<file path="src/rtl/mean_compens_v3.sv">
// mean_compens_v3: multi-channel DC-offset remover for signed ADC streams.
// Each channel tracks its mean in a fixed-point accumulator. The time constant
// starts short for fast acquisition and is stepped up ("geared") to a long
// tracking value. A single FSM and set of controls is shared by all channels.
module mean_compens_v3 #(
  parameter int N_CH         = 2,
  parameter int WIDTH        = 14,
  parameter int TAU_MIN      = 6,
  parameter int TAU_MAX      = 15,
  parameter int ACQ_LEN_LOG2 = 8
) (
  input  logic                   clk,
  input  logic                   resetn,
  input  logic                   en,
  input  logic                   freeze,
  input  logic                   clear,
  input  logic [N_CH*WIDTH-1:0]  data_in,
  output logic [N_CH*WIDTH-1:0]  data_out,
  output logic [N_CH*WIDTH-1:0]  mean_out,
  output logic                   valid,
  output logic                   locked
);

  // Accumulator carries TAU_MAX fractional bits; two guard bits absorb the update sum.
  localparam int AW = WIDTH + TAU_MAX;
  localparam int SW = AW + 2;
  localparam int TW = $clog2(TAU_MAX + 1);

  typedef enum logic {ACQ = 1'b0, TRACK = 1'b1} state_t;

  state_t                  state_q, state_d;
  logic [TW-1:0]           tau_q, tau_d;
  logic [ACQ_LEN_LOG2-1:0] cnt_q, cnt_d;

  logic signed [AW-1:0]    acc_q [N_CH];
  logic signed [AW-1:0]    acc_d [N_CH];
  logic signed [WIDTH-1:0] x_c   [N_CH];
  logic signed [WIDTH-1:0] m_c   [N_CH];
  logic signed [WIDTH:0]   d_c   [N_CH];
  logic signed [WIDTH-1:0] y_c   [N_CH];
  logic signed [SW-1:0]    step_c[N_CH];
  logic signed [SW-1:0]    sum_c [N_CH];

  logic [N_CH*WIDTH-1:0]   data_q, data_d;
  logic [N_CH*WIDTH-1:0]   mean_q, mean_d;
  logic                    valid_q, valid_d;
  logic                    upd;
  logic [TW-1:0]           shamt;

  // Clamp the (WIDTH+1)-bit difference into the WIDTH-bit output range.
  function automatic logic signed [WIDTH-1:0] sat_out(input logic signed [WIDTH:0] v);
    if (v[WIDTH] != v[WIDTH-1])
      sat_out = v[WIDTH] ? {1'b1, {(WIDTH-1){1'b0}}} : {1'b0, {(WIDTH-1){1'b1}}};
    else
      sat_out = v[WIDTH-1:0];
  endfunction

  // Clamp the guarded sum back to AW bits so the mean's integer part never wraps.
  function automatic logic signed [AW-1:0] sat_acc(input logic signed [SW-1:0] v);
    if ((v[SW-1:AW-1] == '0) || (v[SW-1:AW-1] == '1))
      sat_acc = v[AW-1:0];
    else
      sat_acc = v[SW-1] ? {1'b1, {(AW-1){1'b0}}} : {1'b0, {(AW-1){1'b1}}};
  endfunction

  // Gear FSM state register.
  always_ff @(posedge clk or negedge resetn) begin
    if (!resetn) begin
      state_q <= ACQ;
      tau_q   <= TW'(TAU_MIN);
      cnt_q   <= '0;
    end else begin
      state_q <= state_d;
      tau_q   <= tau_d;
      cnt_q   <= cnt_d;
    end
  end

  // Gear FSM next state: count updating samples, step tau every 2^ACQ_LEN_LOG2.
  always_comb begin
    state_d = state_q;
    tau_d   = tau_q;
    cnt_d   = cnt_q;
    if (clear) begin
      state_d = ACQ;
      tau_d   = TW'(TAU_MIN);
      cnt_d   = '0;
    end else if (en && !freeze && (state_q == ACQ)) begin
      if (cnt_q == '1) begin
        cnt_d = '0;
        tau_d = tau_q + TW'(1);
        if (tau_d == TW'(TAU_MAX)) state_d = TRACK;
      end else begin
        cnt_d = cnt_q + ACQ_LEN_LOG2'(1);
      end
    end
  end

  // Gear FSM outputs.
  always_comb begin
    locked = (state_q == TRACK);
  end

  // Per-channel arithmetic: mean, difference, saturated output, accumulator update.
  always_comb begin
    upd   = en & ~freeze & ~clear;
    shamt = TW'(TAU_MAX) - tau_q;
    for (int c = 0; c < N_CH; c++) begin
      x_c[c]    = data_in[c*WIDTH +: WIDTH];
      m_c[c]    = acc_q[c][AW-1:TAU_MAX];
      d_c[c]    = {x_c[c][WIDTH-1], x_c[c]} - {m_c[c][WIDTH-1], m_c[c]};
      y_c[c]    = sat_out(d_c[c]);
      step_c[c] = {{(SW-WIDTH-1){d_c[c][WIDTH]}}, d_c[c]} <<< shamt;
      sum_c[c]  = {{(SW-AW){acc_q[c][AW-1]}}, acc_q[c]} + step_c[c];
      acc_d[c]  = acc_q[c];
      if (clear)    acc_d[c] = '0;
      else if (upd) acc_d[c] = sat_acc(sum_c[c]);
    end
  end

  // Output register next values: clear zeroes, en captures, otherwise hold.
  always_comb begin
    data_d  = data_q;
    mean_d  = mean_q;
    valid_d = 1'b0;
    if (clear) begin
      data_d = '0;
      mean_d = '0;
    end else if (en) begin
      valid_d = 1'b1;
      for (int c = 0; c < N_CH; c++) begin
        data_d[c*WIDTH +: WIDTH] = y_c[c];
        mean_d[c*WIDTH +: WIDTH] = m_c[c];
      end
    end
  end

  // Datapath and output registers.
  always_ff @(posedge clk or negedge resetn) begin
    if (!resetn) begin
      for (int c = 0; c < N_CH; c++) acc_q[c] <= '0;
      data_q  <= '0;
      mean_q  <= '0;
      valid_q <= 1'b0;
    end else begin
      for (int c = 0; c < N_CH; c++) acc_q[c] <= acc_d[c];
      data_q  <= data_d;
      mean_q  <= mean_d;
      valid_q <= valid_d;
    end
  end

  assign data_out = data_q;
  assign mean_out = mean_q;
  assign valid    = valid_q;

endmodule

</file>
<file path="config.mk">
export PLATFORM = sky130hd
export DESIGN_NAME = mean_compens_v3
export DESIGN_NICKNAME = d
export VERILOG_FILES = /design/src/rtl/mean_compens_v3.sv
export SDC_FILE = /design/constraint.sdc
export NUM_CORES = 1
export LEC_CHECK = 0
export CAP_MARGIN = 20
export CORE_UTILIZATION = 40
export DETAILED_ROUTE_END_ITERATION = 8
export GPL_TIMING_DRIVEN = 0
export REMOVE_ABC_BUFFERS = 1
export SYNTH_ARGS = -nofsm -noshare
export SYNTH_HDL_FRONTEND = slang
export SYNTH_SLANG_ARGS = --single-unit
</file>
<file path="constraint.sdc">
create_clock -name clk -period 5.4 [get_ports clk]
set_input_delay 0.81 -clock clk [delete_from_list [all_inputs] [get_ports clk]]
set_output_delay 0.81 -clock clk [all_outputs]
set_load 0.01 [all_outputs]
</file>
==> flow_summary.toml <==
[run_status]
status = "finished with violations"
violations = "setup timing"

[clock_tree]
cts_made_buffers = 17
clkSinkCount = 128
h-tree-depth = 4
tritoncts = "built"
clockBufferDepth = 2
clk_pin_slew_ns = 0.06
clk_latency_ns = 0.45
clock-root-buffer = "clkbuf_16"

[routing]
via_per_inst = 5.92
wirelength_um = 40200
remaining_drc_errors = 0
drt-pass1-iter-count = 7
post_drt_wl_per_cell_um = 20.2
drtIter0Drc = 1197
vias = 11800
antenna_left = 0

[grt]
track_usage = 0.260
grt_max_degree = 79
grt_pass1_wl_um = 62400
antenna_found_initial = 0
overflow = 0
first_global_vias = 11400

[logic_synthesis]
yosysTopAreaCellShare = 0.266
syn_inst = 1434
synth-seq-cells = 128
synth_flop_cell = "dfrtp_1"
yosysUniqueCellTypes = 90
avgSynthCellArea_um2 = 8.27
yosys_warnings = 0
synth_area_um2 = 11900
synth_edf_count = 0
yosysSeqAreaShare = 0.270
synthTopCellsByArea = "dfrtp_1 27%, ha_1 10%, a21oi_1 5.9%"
synth_top_cell_by_area = "dfrtp_1"
async_reset_ff_frac = 1.00

[timing]
slew_viol_final = 0
hold_viol_final = 0
fin_setup_tns_ns = -7.40
period_minus_slack_ns = 5.68
finClkSkew_ns = 0.0127
rsz0062_at_grt = "true"
setup_viol = 43
fmax_mhz = 176
post-route-period-util = 1.05
relSlewSlack = 0.252
worst_slack_ns = -0.277
worstMarginPinSlew_ns = 1.12

[pwr]
totalPowerFinal_mw = 11.2
power.share.sequential = 0.139
p_leak_nw = 7.00
p_int_mw = 5.89
sw_frac_of_total = 0.476
power.switching_mw = 5.34
power.share.clock = 0.121
vdd_drop_max_mv = 0.311
power_density_nw_per_um2 = 697
combPwrFrac = 0.741

[final_layout]
final_nets = 1726
layout-drive-gt1-share = 0.257
final_util = 0.557
antenna_cells = 0
fillers = 2583
syn_to_final_growth_pct = 36.0

[floorplanning]
dieArea_um2 = 30300
ioPinCount = 91
dieWidth_um = 174
row_count = 62
start_util = 0.410
dieHeight_um = 174
coreArea_um2 = 28900

[placement]
dp.final_hpwl_um = 26300
globalplace.congestion = 0.880
portBuffers = 90

[worst_setup_path]
cp.arrival_ns = 6.00
cp-start-kind = "input port"
cp_max_fo = 6
worstSetupPathType = "in2reg"
worstPathRequired_ns = 5.72
end_kind = "register"

[run]
drv_cap = 0

[min_path]
hold_path.class = "in2async"
-- worst max-delay path, stage by stage --
cell and delay [ns]:
clkdlybuf4s50_1 0.48, ha_2 0.33, a21o_1 0.25, a21oi_2 0.19, o31ai_1 0.11, a211oi_2 0.17, buf_4 0.18, inv_1 0.07
a311o_1 0.36, a311o_1 0.39, a22oi_2 0.26, ha_4 0.26, a21oi_2 0.13, o21ai_1 0.09, a22oi_1 0.22, o211ai_2 0.15
a211o_4 0.39, a21oi_4 0.18, or3_4 0.18, o311ai_4 0.14, buf_12 0.17, buf_12 0.13, a221o_2 0.35
-- state kept, by name, summed over array words and instances (netlist names) --
| register | count |
|---|---|
| cnt_q | 8 |
| tau_q | 4 |
| acc_q | 58 |
| valid | 1 |
| data_out | 28 |
| mean_out | 28 |
| locked | 1 |
-- synth_stat cells (all sizes together) (5+ instances only) --
cell    count
nand2     125
a31o        8
dfrtp     126
a211oi     19
a21oi     141
ha         95
a31oi      15
o221ai      7
nor3b       7
and2       10
o211ai     11
and3       10
a21o       35
mux2i      57
o31ai       6
nand2b     16
xnor2      44
nand3      30
or2         6
mux4        5
o21a        9
or3         8
nor2      169
nand4       8
o21ai      86
inv        60
o22ai       6
mux2        7
buf        23
a221o      56
nor3       37
xor2       34
o21bai      8
a22oi       7
nor2b      14
clkbuf     54
a211o       5
-- power by group through the flow --
stage,clock [mW],sequential [mW],combinational (mW)
global route,1.41,1.60,8.95
floorplan,0,1.48,4.39
finish,1.35,1.56,8.32
global placement,0,1.55,5.89
CTS,1.37,1.54,7.57
detailed placement,0,1.55,5.98
-- layout make-up --
class / instances / area (um2) / share of cell area
Sequential cell: 128 / 3220 / 0.200
Multi-Input combinational cell: 1168 / 9370 / 0.581
Tap cell: 384 / 480 / 0.0298
Clock buffer: 18 / 429 / 0.0266
Timing Repair inverter: 1 / 5.00 / 0.000310
Inverter: 64 / 262 / 0.0162
Clock inverter: 13 / 236 / 0.0147
Timing Repair Buffer: 214 / 2120 / 0.132
-- timing repair --
item / CTS / global route
cloned: 8 / 2
setup endpoints to repair: 58 / 56
pin swaps: 98 / 73
setup buffers: 89 / 21
resized for setup: 225 / 81
hold buffers: 0 / 0
-- per-stage QoR --
stage	cells	hold WS, ns	area, um2	worst slack (ns)
global placement	1831	0.466	12900	-3.82
CTS	1967	0.338	15600	-0.234
finish	1990	0.320	16100	-0.277
global route	1990	0.360	16100	-0.421
floorplan	1357	0.455	11500	-1.23
detailed placement	1839	0.471	13100	-2.16
-- final timing paths --
path / from / end / slack [ns] / depth (start not counted)
worst min-delay path: resetn / acc_q[43]$_DFFE_PN0P_ / 0.32 / 1
worst max register to register: acc_q[15]$_DFFE_PN0P_ / acc_q[1]$_DFFE_PN0P_ / -0.22 / 23
worst max-delay path: data_in[24] / acc_q[1]$_DFFE_PN0P_ / -0.28 / 23
max in group asynchronous: resetn / tau_q[2]$_DFFE_PN1P_ / 4.26 / 2
worst min register to register: data_out[11]$_DFFE_PN0P_ / data_out[11]$_DFFE_PN0P_ / 0.47 / 2
min in group clk: data_out[11]$_DFFE_PN0P_ / data_out[11]$_DFFE_PN0P_ / 0.47 / 2
-- routing by layer --
layer  track usage  vias up  part of all wire
li1              -     5613                 -
met2         0.398      387              0.46
met4        0.0808        0             0.020
met3        0.0453       60             0.056
met5             0        -                 0
met1         0.369     5719              0.47
-- layout by cell type (no fill, tap or decap), types with 13 or more instances in the layout --
cell	n
a21o_1	34
a21oi_1	113
a21oi_2	23
a221o_1	29
a221o_2	27
buf_4	102
clkbuf_16	17
clkdlybuf4s50_1	68
dfrtp_1	117
ha_1	56
ha_4	32
inv_1	55
mux2i_1	49
nand2_1	123
nand2b_1	14
nand3_1	29
nor2_1	162
nor3_1	34
o21ai_0	67
o21ai_1	13
xnor2_1	39
xor2_1	31
-- logic make-up (layout without fill, tap and decap cells) --
group | Yosys count | count (layout) | share of synthesized area
buf+inv | 141 | 310 | 0.0523
compound gates | 468 | 468 | 0.275
simple gates | 451 | 454 | 0.174
mux | 69 | 69 | 0.0642
flops | 128 | 128 | 0.270
xor+xnor | 78 | 78 | 0.0576
fa+ha+maj | 99 | 99 | 0.107
Note: power is estimated with default switching activity, not from simulation.
